$ cat config.mk
export PLATFORM = sky130hd
export DESIGN_NAME = matrix_result_drainer
export DESIGN_NICKNAME = d
export VERILOG_FILES = /design/src/rtl/matrix_result_drainer.sv
export SDC_FILE = /design/constraint.sdc
export NUM_CORES = 1
export LEC_CHECK = 0
export CAP_MARGIN = 20
export CORE_MARGIN = 4
export CORE_UTILIZATION = 35
export DETAILED_ROUTE_END_ITERATION = 10
export PLACE_DENSITY = 0.77
export SKIP_CTS_REPAIR_TIMING = 1
export SYNTH_ARGS = -nofsm -noshare
export SYNTH_HDL_FRONTEND = slang
export SYNTH_SLANG_ARGS = --single-unit
export TNS_END_PERCENT = 20
$ cat constraint.sdc
create_clock -name clk -period 2.5 [get_ports clk]
set_input_delay 0.5 -clock clk [delete_from_list [all_inputs] [get_ports clk]]
set_output_delay 0.5 -clock clk [all_outputs]
set_load 0.005 [all_outputs]
$ cat src/rtl/matrix_result_drainer.sv
// Starts the matrix multiplier, waits for its done, then reads out all n*n results in row-major
// order on a strobe/ack stream. Optional running checksum when RESULT_CHECKSUM_EN is defined.
module matrix_result_drainer #(
  parameter int n     = 10,
  parameter int n_len = $clog2(n)
) (
  input  logic             clk,
  input  logic             rst,
  input  logic             go,
  output logic             mul_start,
  input  logic             mul_done,
  output logic [n_len-1:0] rd_i,
  output logic [n_len-1:0] rd_j,
  input  logic [31:0]      rd_data,
  output logic [31:0]      out_data,
  output logic [n_len-1:0] out_i,
  output logic [n_len-1:0] out_j,
  output logic             out_last,
  output logic             out_stb,
  input  logic             out_ack,
  output logic             busy,
  output logic             finished
`ifdef RESULT_CHECKSUM_EN
  ,
  output logic [31:0]      checksum
`endif
);

  // state     | meaning
  // IDLE      | waiting for go
  // START     | mul_start pulse
  // ARM       | one cycle that ignores a stale mul_done; read address reset
  // WAIT_DONE | waiting for the multiplier to finish
  // ADDR      | read address settles; element captured at the end of this cycle
  // HOLD      | element presented until out_ack
  // FINISH    | finished pulse, then back to IDLE
  typedef enum logic [2:0] {
    IDLE,
    START,
    ARM,
    WAIT_DONE,
    ADDR,
    HOLD,
    FINISH
  } state_t;

  localparam logic [n_len-1:0] last_idx = n_len'(n - 1);

  state_t state;

  always_ff @(posedge clk or posedge rst) begin
    if (rst) begin
      state     <= IDLE;
      mul_start <= 1'b0;
      rd_i      <= '0;
      rd_j      <= '0;
      out_data  <= '0;
      out_i     <= '0;
      out_j     <= '0;
      out_last  <= 1'b0;
      out_stb   <= 1'b0;
      busy      <= 1'b0;
      finished  <= 1'b0;
`ifdef RESULT_CHECKSUM_EN
      checksum  <= '0;
`endif
    end else begin
      case (state)
        IDLE: begin
          if (go) begin
            state     <= START;
            mul_start <= 1'b1;
            busy      <= 1'b1;
          end
        end
        START: begin
          mul_start <= 1'b0;
`ifdef RESULT_CHECKSUM_EN
          checksum  <= '0;
`endif
          state     <= ARM;
        end
        ARM: begin
          rd_i  <= '0;
          rd_j  <= '0;
          state <= WAIT_DONE;
        end
        WAIT_DONE: begin
          if (mul_done) state <= ADDR;
        end
        ADDR: begin
          out_data <= rd_data;
          out_i    <= rd_i;
          out_j    <= rd_j;
          out_last <= (rd_i == last_idx) && (rd_j == last_idx);
          out_stb  <= 1'b1;
          state    <= HOLD;
        end
        HOLD: begin
          if (out_ack) begin
            out_stb  <= 1'b0;
`ifdef RESULT_CHECKSUM_EN
            checksum <= checksum + out_data;
`endif
            if (out_last) begin
              finished <= 1'b1;
              state    <= FINISH;
            end else if (rd_j == last_idx) begin
              rd_j  <= '0;
              rd_i  <= rd_i + 1'b1;
              state <= ADDR;
            end else begin
              rd_j  <= rd_j + 1'b1;
              state <= ADDR;
            end
          end
        end
        FINISH: begin
          finished <= 1'b0;
          busy     <= 1'b0;
          rd_i     <= '0;
          rd_j     <= '0;
          state    <= IDLE;
        end
        default: state <= IDLE;
      endcase
    end
  end

endmodule
==> results of run 1 <==
how the worst min path moves through the flow:
stage	depth (start not counted)	startpoint	slack, ns	end
after floorplan	1	out_stb$_DFFE_PP0P_	0.47	out_stb$_DFFE_PP0P_
after global placement	1	out_stb$_DFFE_PP0P_	0.46	out_stb$_DFFE_PP0P_
after detailed placement	1	out_stb$_DFFE_PP0P_	0.47	out_stb$_DFFE_PP0P_
after CTS	2	rst	0.37	out_data[6]$_DFFE_PP0P_
after global routing	2	rst	0.38	out_data[6]$_DFFE_PP0P_
final	2	rst	0.38	out_data[6]$_DFFE_PP0P_
cell usage after synthesis (all sizes together), types with 2 or more instances:
cell type	number	share of area, %
a211o	2	0.78
a21oi	8	1.8
a22o	2	0.73
and2b	2	0.68
buf	7	2.1
dfrtp	56	58
ha	4	2.1
inv	8	1.3
mux2	42	20
mux2i	2	0.84
nand2	7	1.1
nand2b	2	0.84
nand3	4	1.0
nand3b	2	0.63
nand4	2	0.52
nor2	9	1.7
nor3	2	0.89
o21ai	6	1.4
cells by family (layout without fill, tap and decap cells):
| family | after synthesis | in the layout |
|---|---|---|
| compound gates | 24 | 24 |
| simple gates | 34 | 34 |
| flops | 56 | 56 |
| fa+ha+maj | 4 | 4 |
| buf+inv | 15 | 109 |
| mux | 44 | 44 |
layer usage:
layer	GRT usage [%]	vias up	wire length, µm
li1	-	812	-
met1	16.0	842	2190
met2	21.5	60	2480
met3	6.58	4	535
met4	3.44	0	37
met5	0	-	0
cell type report:
type                            count  area, µm²
Clock buffer                        7       86.3
Fill cell                         561       3040
Clock inverter                      1       7.51
Inverter                            8       30.0
Tap cell                           77       96.3
Sequential cell                    56       1400
Multi-Input combinational cell    106        913
Timing Repair Buffer               93        921
per-stage QoR:
step | hold WS (ns) | setup slack [ns] | total power [W] | instances
after detailed placement | 0.466 | 0.376 | 0.00360 | 340
after CTS | 0.369 | 0.602 | 0.00414 | 348
after global placement | 0.460 | 0.442 | 0.00355 | 340
final | 0.379 | 0.629 | 0.00407 | 348
after global routing | 0.377 | 0.530 | 0.00439 | 348
after floorplan | 0.474 | 0.629 | 0.00260 | 177
power breakdown:
part	leakage, nW	switching [W]	internal [W]
Combinational	0.772	0.000672	0.00127
Clock	0.0445	0.000289	0.000226
Sequential	0.650	0.000300	0.00131
registers in the layout, indices dropped and copies added, names as in the netlist:
signal	flops
rd_i	4
out_j	4
out_last	1
state	3
rd_j	4
busy	1
finished	1
out_i	4
out_data	32
out_stb	1
mul_start	1
==> impl_results.md, run 1 <==
- Status: complete, no violations
- Largest family of logic cells by synthesized area: multiplexers
- Post-Syn Area: roughly 2400 µm²
- Adder-Cell Fraction of Synth Area: under 10%
- Vias per cell: just under 5
- CP max stage delay: about 0.57 ns
- Sequential fraction of the synthesis area: 58.5%
- Drt pass-1 iters: 4
- Vias: 1718
- Max FO, Critical Path: 8
- Min-delay worst type: input pin to async pin
- Cell depth of the worst flop-to-flop path: 4
- Tightest Pin Transition: approximately 0.5 ns
- Site row count: 29
- Nets in the synthesized netlist: around 220
- IO Port Bufs: 89
- Initial DRC count: 80
- Final Instance Area: between 3000 and 4000 µm²
- CP max-delay cell: clkdlybuf4s50_1
- Antenna viol nets, final: 0
- Worst setup startpoint: rd_j[0]$_DFFE_PP0P_
- Share of cells above drive strength 1: a little over a fifth
- Endpoints failing setup: 0
- # DRC: 0
- Syn Inst Count: 177
- Period Utilization, post-route: between 70% and 80%
- Ant diodes: 0
- Leakage: 1.47 nW
- CTS Buffer Depth: 2
- Reg2reg end: rd_i[0]$_DFFE_PP0P_
- Ys Warns: 0
- Pwr/cell area: roughly 1200 nW/µm²
- Max cap viols: 0
- # IOs: 90
- Initial antenna violation count: 0
- Htree depth: 2
- Initial Util: 36.9%
- WL/cell: between 15 and 20 µm
- Post-synthesis mux area share: 20.7%
- Setup CP Type: register to output pin
- GRT Total Usage: 13.4%
- Clk slew on worst S/H paths: roughly 0.1 ns
- CP arrival: about 1.4 ns
- WP data required: around 2.0 ns
- Hpwl dp: 3890 µm
- Dpl cell area: around 3400 µm²
- Maximum VDD drop: about 0.54 mV
- Top FF cell, synth: dfrtp_1
- Top delay family on crit path: buffers and inverters
- GPL Wtd Cong: 0.722
- Critical path depth: 1
- Core footprint: roughly 6500 µm²
- Final #Nets: between 300 and 400
- Seq cells post-synth: 56
- Post-layout util: 53.2%
- CTS tree: yes
- Critical Path Sink Type: output pin
- Asr flop ratio synth: 100%
- Post-synthesis compound-gate area fraction: between 6 and 7%
- Synth Area in XOR/XNOR: 0%
- CP cell instances: clkdlybuf4s50_1
- Flop-to-flop setup slack: about 0.76 ns
- Skew final: around 0.0086 ns
- Synthesized area per cell: 13.5 µm²
- Max-slew violation count: 0
- Sink Count: 56
- Grt ovf: 0
- TNS Setup: 0 ns
- Achievable Freq: 0.534 GHz
- Die height: a little over 90 µm
- Final worst path period need: roughly 1.9 ns
- Hold Vio Cnt, Final: 0
- Total routed wirelength: roughly 5200 µm
- Vias in the first global route: between 1500 and 2000
- Commonest non-fill, non-tap cell in the layout: clkdlybuf4s50_1
- RSZ-0062 raised after global routing: false
- Largest net degree at the start of global routing: 34
- Post-synthesis simple-gate area fraction: roughly 8.7%
- Clk_lat worst skew: 0.31 ns
- CTS Buf Count: 5
- Global-route wire length before repair: between 8000 and 9000 µm
- Clk root buf: clkbuf_8
- Buf/Inv on CP: 1
- Die area: roughly 8200 µm²
- Area growth syn-to-layout: 44.2%
- CP Launch Type: register
- Rel. slew slack: ~67%
- Netlist cell types: 40
- Die Wd: between 90 and 100 µm
- EDFF count, synth: 0
- RR Startpoint: state[0]$_DFFE_PP0P_
- Commonest cells after routing, fill and taps aside: 89 x clkdlybuf4s50_1, 56 x dfrtp_1, 37 x mux2_2
- Worst Setup EP: rd_j[0]
No activity file was read; power rests on OpenSTA's default activity.
==> run 2, diff against run 1 <==
==> constraint.sdc (replaced) <==
create_clock -name clk -period 1.8 [get_ports clk]
set_input_delay 0.36 -clock clk [delete_from_list [all_inputs] [get_ports clk]]
set_output_delay 0.36 -clock clk [all_outputs]
set_load 0.005 [all_outputs]
==> run 2 against run 1 <==
  * Routed wire length is 1.6% higher
  * Clock power is 36% higher
  * Cell area is 1.6% higher
  * Setup slack worse by 0.56 ns
  * Total power is 41% higher
  * Sequential share of layout area is 0.64 points lower
  * Sequential power is 38% higher
  * Combinational power is 45% higher
  * Critical path type unchanged
  * Critical endpoint is now rd_j[2]
  * Largest cell class unchanged
==> impl_results.md, run 2 (synthesis results as in run 1) <==
- Cell Count Post-Placement: 343
- Drt pass-1 iters: 4
- Clock share of power: between 10% and 20%
- DR WL met2: 2500 µm
- Status: complete, no violations
- Commonest cells after routing, fill and taps aside: 89 x clkdlybuf4s50_1, 56 x dfrtp_1, 37 x mux2_2
- CTS Buf Count: 5
- Fillcell total: 571
- Hpwl dp: around 3800 µm
- Die height: just over 90 µm
- Largest net degree at the start of global routing: 57
- Tightest Pin Transition: 0.431 ns
- Critical path depth: 1
- Reg2reg end: rd_i[2]$_DFFE_PP0P_
- CTS tree: yes
- Global-route wire length before repair: a little under 9000 µm
- Sw frac: approximately 31%
- Initial antenna violation count: 0
- Layout Cells excl Fill: 351
- Min-delay worst type: input pin to async pin
- RR Startpoint: state[0]$_DFFE_PP0P_
- Maximum VDD drop: about 0.8 mV
- Vias per cell: between 4 and 5
- Final worst path period need: about 1.7 ns
- Period Utilization, post-route: a little over nine tenths
- Critical Path Sink Type: output pin
- Vias: 1737
- Setup CP Type: register to output pin
- Pwr/cell area: ~1600 nW/µm²
- CP max-delay cell: clkdlybuf4s50_1
- Skew final: about 0.020 ns
- Ant diodes: 0
- RSZ-0062 raised after global routing: true
- Clk slew on worst S/H paths: 0.11 ns
- Final Total Pwr: about 0.0057 W
- GPL Wtd Cong: about 0.74
- Achievable Freq: just under 0.6 GHz
- NetSw: about 0.0018 W
- Clk root buf: clkbuf_8
- Internal: approximately 0.0039 W
- Max FO, Critical Path: 8
- Commonest non-fill, non-tap cell in the layout: clkdlybuf4s50_1
- Die Wd: ~91 µm
- Max reg flops: 32
- CTS Buffer Depth: 2
- CP cell instances: clkdlybuf4s50_1
- Total routed wirelength: roughly 5300 µm
- Initial DRC count: 95
- Final #Nets: between 300 and 400
- Site row count: 29
- Dpl cell area: ~3400 µm²
- WL/cell: 15.2 µm
- Worst Setup EP: rd_j[2]
- Share of cells above drive strength 1: approximately 22%
- Rel. slew slack: between 70% and 80%
- Comb pwr share: around half
- Max-slew violation count: 0
- Buf/Inv on CP: 1
- Most flop-heavy register: out_data
- Core footprint: 6490 µm²
- Initial Util: 36.9%
- IO Port Bufs: between 80 and 90
- Flop-to-flop setup slack: 0.20 ns
- Grt ovf: 0
- Final Instance Area: between 3000 and 4000 µm²
- Max cap viols: 0
- CP arrival: 1.37 ns
- Met3 wire len: around 520 µm
- GRT Total Usage: roughly an eighth
- CP max stage delay: about 0.55 ns
- Area growth syn-to-layout: 46.5%
- Top delay family on crit path: buffers and inverters
- Metal1 wirelength: about 2300 µm
- Worst setup startpoint: rd_j[2]$_DFFE_PP0P_
- Antenna viol nets, final: 0
- Htree depth: 2
- Hold Vio Cnt, Final: 0
- WP data required: 1.44 ns
- Cell depth of the worst flop-to-flop path: 5
- Vias in the first global route: about 1800
- Endpoints failing setup: 0
- Clk_lat worst skew: between 0.3 and 0.4 ns
- Top Layer Used: met4
- Die area: 8230 µm²
- # IOs: 90
- Sink Count: 56
- Register share of total power: between 30 and 40%
- CP Launch Type: register
- Leakage: between 1 and 1.5 nW
- # DRC: 0
==> run 2: cell count changes in the layout (fill, tap and decap cells not counted), sizes merged <==
cell	previous run	this run
buf	4	7
clkbuf	7	6
clkinv	0	1
==> run 2: how the worst min path moves through the flow <==
| stage | from | to | cells after the start |
|---|---|---|---|
| after floorplan | out_stb$_DFFE_PP0P_ | out_stb$_DFFE_PP0P_ | 1 |
| after global placement | out_stb$_DFFE_PP0P_ | out_stb$_DFFE_PP0P_ | 1 |
| after detailed placement | out_stb$_DFFE_PP0P_ | out_stb$_DFFE_PP0P_ | 1 |
| after CTS | rst | out_data[4]$_DFFE_PP0P_ | 3 |
| after global routing | rst | out_data[16]$_DFFE_PP0P_ | 3 |
| final | rst | out_data[4]$_DFFE_PP0P_ | 3 |
==> run 2: layer usage <==
metal,track usage [%],up-vias
li1,-,817
met4,2.93,0
met1,17.0,853
met3,6.33,2
met5,0,-
met2,20.1,65
==> run 2: cell type report <==
type,count,area [µm²],area share (%)
repair buffers,96,981,27.9
clock buffers,6,72.6,2.07
inverters,8,30.0,0.855
flip-flops and latches,56,1400,39.9
clock inverters,2,16.3,0.463
well taps,77,96.3,2.74
multi-input cells,106,913,26.0
==> run 2: through the flow <==
stage | util [%] | setup WS [ns] | hold slack, ns | setup TNS (ns)
finish | 54.1 | 0.0719 | 0.406 | 0
global route | 54.1 | -0.00141 | 0.438 | -0.00141
CTS | 54.1 | 0.0673 | 0.424 | 0
global placement | 52.7 | 0.0730 | 0.460 | 0
detailed placement | 52.7 | 0.0528 | 0.465 | 0
floorplan | - | 0.0687 | 0.474 | 0
==> run 2: power by group through the flow <==
stage	combinational (W)	clock (W)	sequential, W
floorplan	0.00138	0	0.00223
global placement	0.00282	0	0.00222
detailed placement	0.00287	0	0.00226
CTS	0.00289	0.000725	0.00223
global route	0.00308	0.000782	0.00231
finish	0.00282	0.000702	0.00222
==> run 3, diff against run 2 <==
--- a/config.mk
+++ b/config.mk
@@ -8,6 +8,7 @@
 export CAP_MARGIN = 20
 export CORE_MARGIN = 4
 export CORE_UTILIZATION = 35
+export CTS_BUF_LIST = sky130_fd_sc_hd__clkbuf_8
 export DETAILED_ROUTE_END_ITERATION = 10
 export PLACE_DENSITY = 0.77
 export SKIP_CTS_REPAIR_TIMING = 1
==> run 3 against run 2 <==
  * Combinational power about the same
  * Routed wire length fell by 0.38%
  * Largest power group unchanged
  * Non-clock buffer count is the same
  * Setup slack better by 0.012 ns
  * Critical endpoint is now out_last
  * Core utilization stayed put
  * First-iteration DRC count did not move
  * Critical path depth stayed put
  * Total power down 0.17%
  * Via count grew 0.29%
  * Cell area stayed put
==> impl_results.md, run 3 (synthesis results as in run 1) <==
- Status: complete, no violations
- Skew final: just over 0.02 ns
- WL/cell: around 15 µm
- Global-route wire length before repair: 8930 µm
- Clk slew on worst S/H paths: roughly 0.11 ns
- Worst setup startpoint: out_last$_DFFE_PP0P_
- Comb pwr share: around half
- Clock share of power: about an eighth
- CTS tree: yes
- Vias in the first global route: around 1800
- # IOs: 90
- CP arrival: around 1.4 ns
- Pre-CTS WS: approximately 0.053 ns
- Leakage: between 1 and 1.5 nW
- Die area: a little over 8000 µm²
- Final #Nets: about 310
- Final worst path period need: 1.72 ns
- GRT Total Usage: a little over an eighth
- Clk root buf: clkbuf_8
- Achievable Freq: roughly 0.6 GHz
- Commonest cells after routing, fill and taps aside: 89 x clkdlybuf4s50_1, 56 x dfrtp_1, 37 x mux2_2
- Rel. slew slack: 71.1%
- Period Utilization, post-route: a little over nine tenths
- Vias: approximately 1700
- Initial DRC count: 95
- Drt pass-1 iters: 4
- Site row count: 29
- Vias per cell: approximately 5
- Hpwl dp: ~3800 µm
- Final Hold Slack: ~0.41 ns
- Initial Util: a little under two fifths
- Max FO, Critical Path: 6
- Area growth syn-to-layout: 46.5%
- Sw frac: a little under a third
- Buf/Inv on CP: 1
- Setup CP Type: register to output pin
- Tightest Pin Transition: 0.430 ns
- Die Wd: around 90 µm
- RR Startpoint: state[0]$_DFFE_PP0P_
- Share of cells above drive strength 1: between 20% and 30%
- RSZ-0062 raised after global routing: true
- Commonest non-fill, non-tap cell in the layout: clkdlybuf4s50_1
- Register share of total power: roughly two fifths
- Critical Path Sink Type: output pin
- Die height: approximately 91 µm
- IO Port Bufs: just under 90
- Sink Count: 56
- CTS Buffer Depth: 2
- Fin worst setup slack: around 0.084 ns
- # DRC: 0
- Min-delay worst type: input pin to async pin
- Maximum VDD drop: roughly 0.80 mV
- Fillcell total: 571
- CP Launch Type: register
- Top delay family on crit path: buffers and inverters
- Hold Vio Cnt, Final: 0
- Internal: 0.00394 W
- CP max stage delay: 0.55 ns
- Total routed wirelength: around 5300 µm
- Grt ovf: 0
- CTS Buf Count: 5
- WP data required: 1.44 ns
- Antenna viol nets, final: 0
- Max cap viols: 0
- CP cell instances: clkdlybuf4s50_1
- CP max-delay cell: clkdlybuf4s50_1
- Htree depth: 2
- Most flop-heavy register: out_data
- NetSw: ~0.0018 W
- GPL Wtd Cong: ~0.74
- Max-slew violation count: 0
- Critical path depth: 1
- Max reg flops: 32
- Core footprint: between 6000 and 7000 µm²
- Ant diodes: 0
- Post-layout util: 54.1%
- Cell depth of the worst flop-to-flop path: 5
- Pwr/cell area: about 1600 nW/µm²
- Endpoints failing setup: 0
- Largest net degree at the start of global routing: 57
- Initial antenna violation count: 0
- Clk_lat worst skew: around 0.31 ns
-- run 3: power by group through the flow --
stage	registers, W	clock network, W	logic, W
3_3_place_gp	0.00222	0	0.00282
5_1_grt	0.00231	0.000777	0.00308
4_1_cts	0.00223	0.000720	0.00289
6_report	0.00222	0.000692	0.00282
2_1_floorplan	0.00223	0	0.00138
3_5_place_dp	0.00226	0	0.00287
-- run 3: layer usage --
metal  wire length [µm]  up-vias  GRT usage, %
met3                524        2          6.33
li1                   -      818             -
met5                  0        -             0
met1               2220      858          17.0
met2               2530       64          20.1
met4                 23        0          2.93
-- run 3: metrics by stage --
| stage | total power [W] | setup TNS, ns | cells | cell area, µm² |
|---|---|---|---|---|
| floorplan | 0.00361 | 0 | 177 | 2400 |
| global placement | 0.00504 | 0 | 343 | 3420 |
| detailed placement | 0.00513 | 0 | 343 | 3420 |
| CTS | 0.00584 | 0 | 351 | 3510 |
| global route | 0.00617 | -0.00141 | 351 | 3510 |
| finish | 0.00574 | 0 | 351 | 3510 |
-- run 3: final cells by class --
type / count / area, µm² / area share, %
inverter: 8 / 30.0 / 0.855
clock buffer: 5 / 68.8 / 1.96
timing repair buffer: 96 / 981 / 27.9
clock inverter: 3 / 20.0 / 0.570
sequential: 56 / 1400 / 39.9
multi-input combinational: 106 / 913 / 26.0
tap: 77 / 96.3 / 2.74
-- run 3: final timing paths --
| check | to | slack [ns] |
|---|---|---|
| max | out_last | 0.08 |
| min | out_data[4]$_DFFE_PP0P_ | 0.41 |
| max reg2reg | rd_i[2]$_DFFE_PP0P_ | 0.20 |
| min reg2reg | out_stb$_DFFE_PP0P_ | 0.48 |
| max in group asynchronous | out_j[1]$_DFFE_PP0P_ | 1.12 |
| min in group clk | out_stb$_DFFE_PP0P_ | 0.48 |
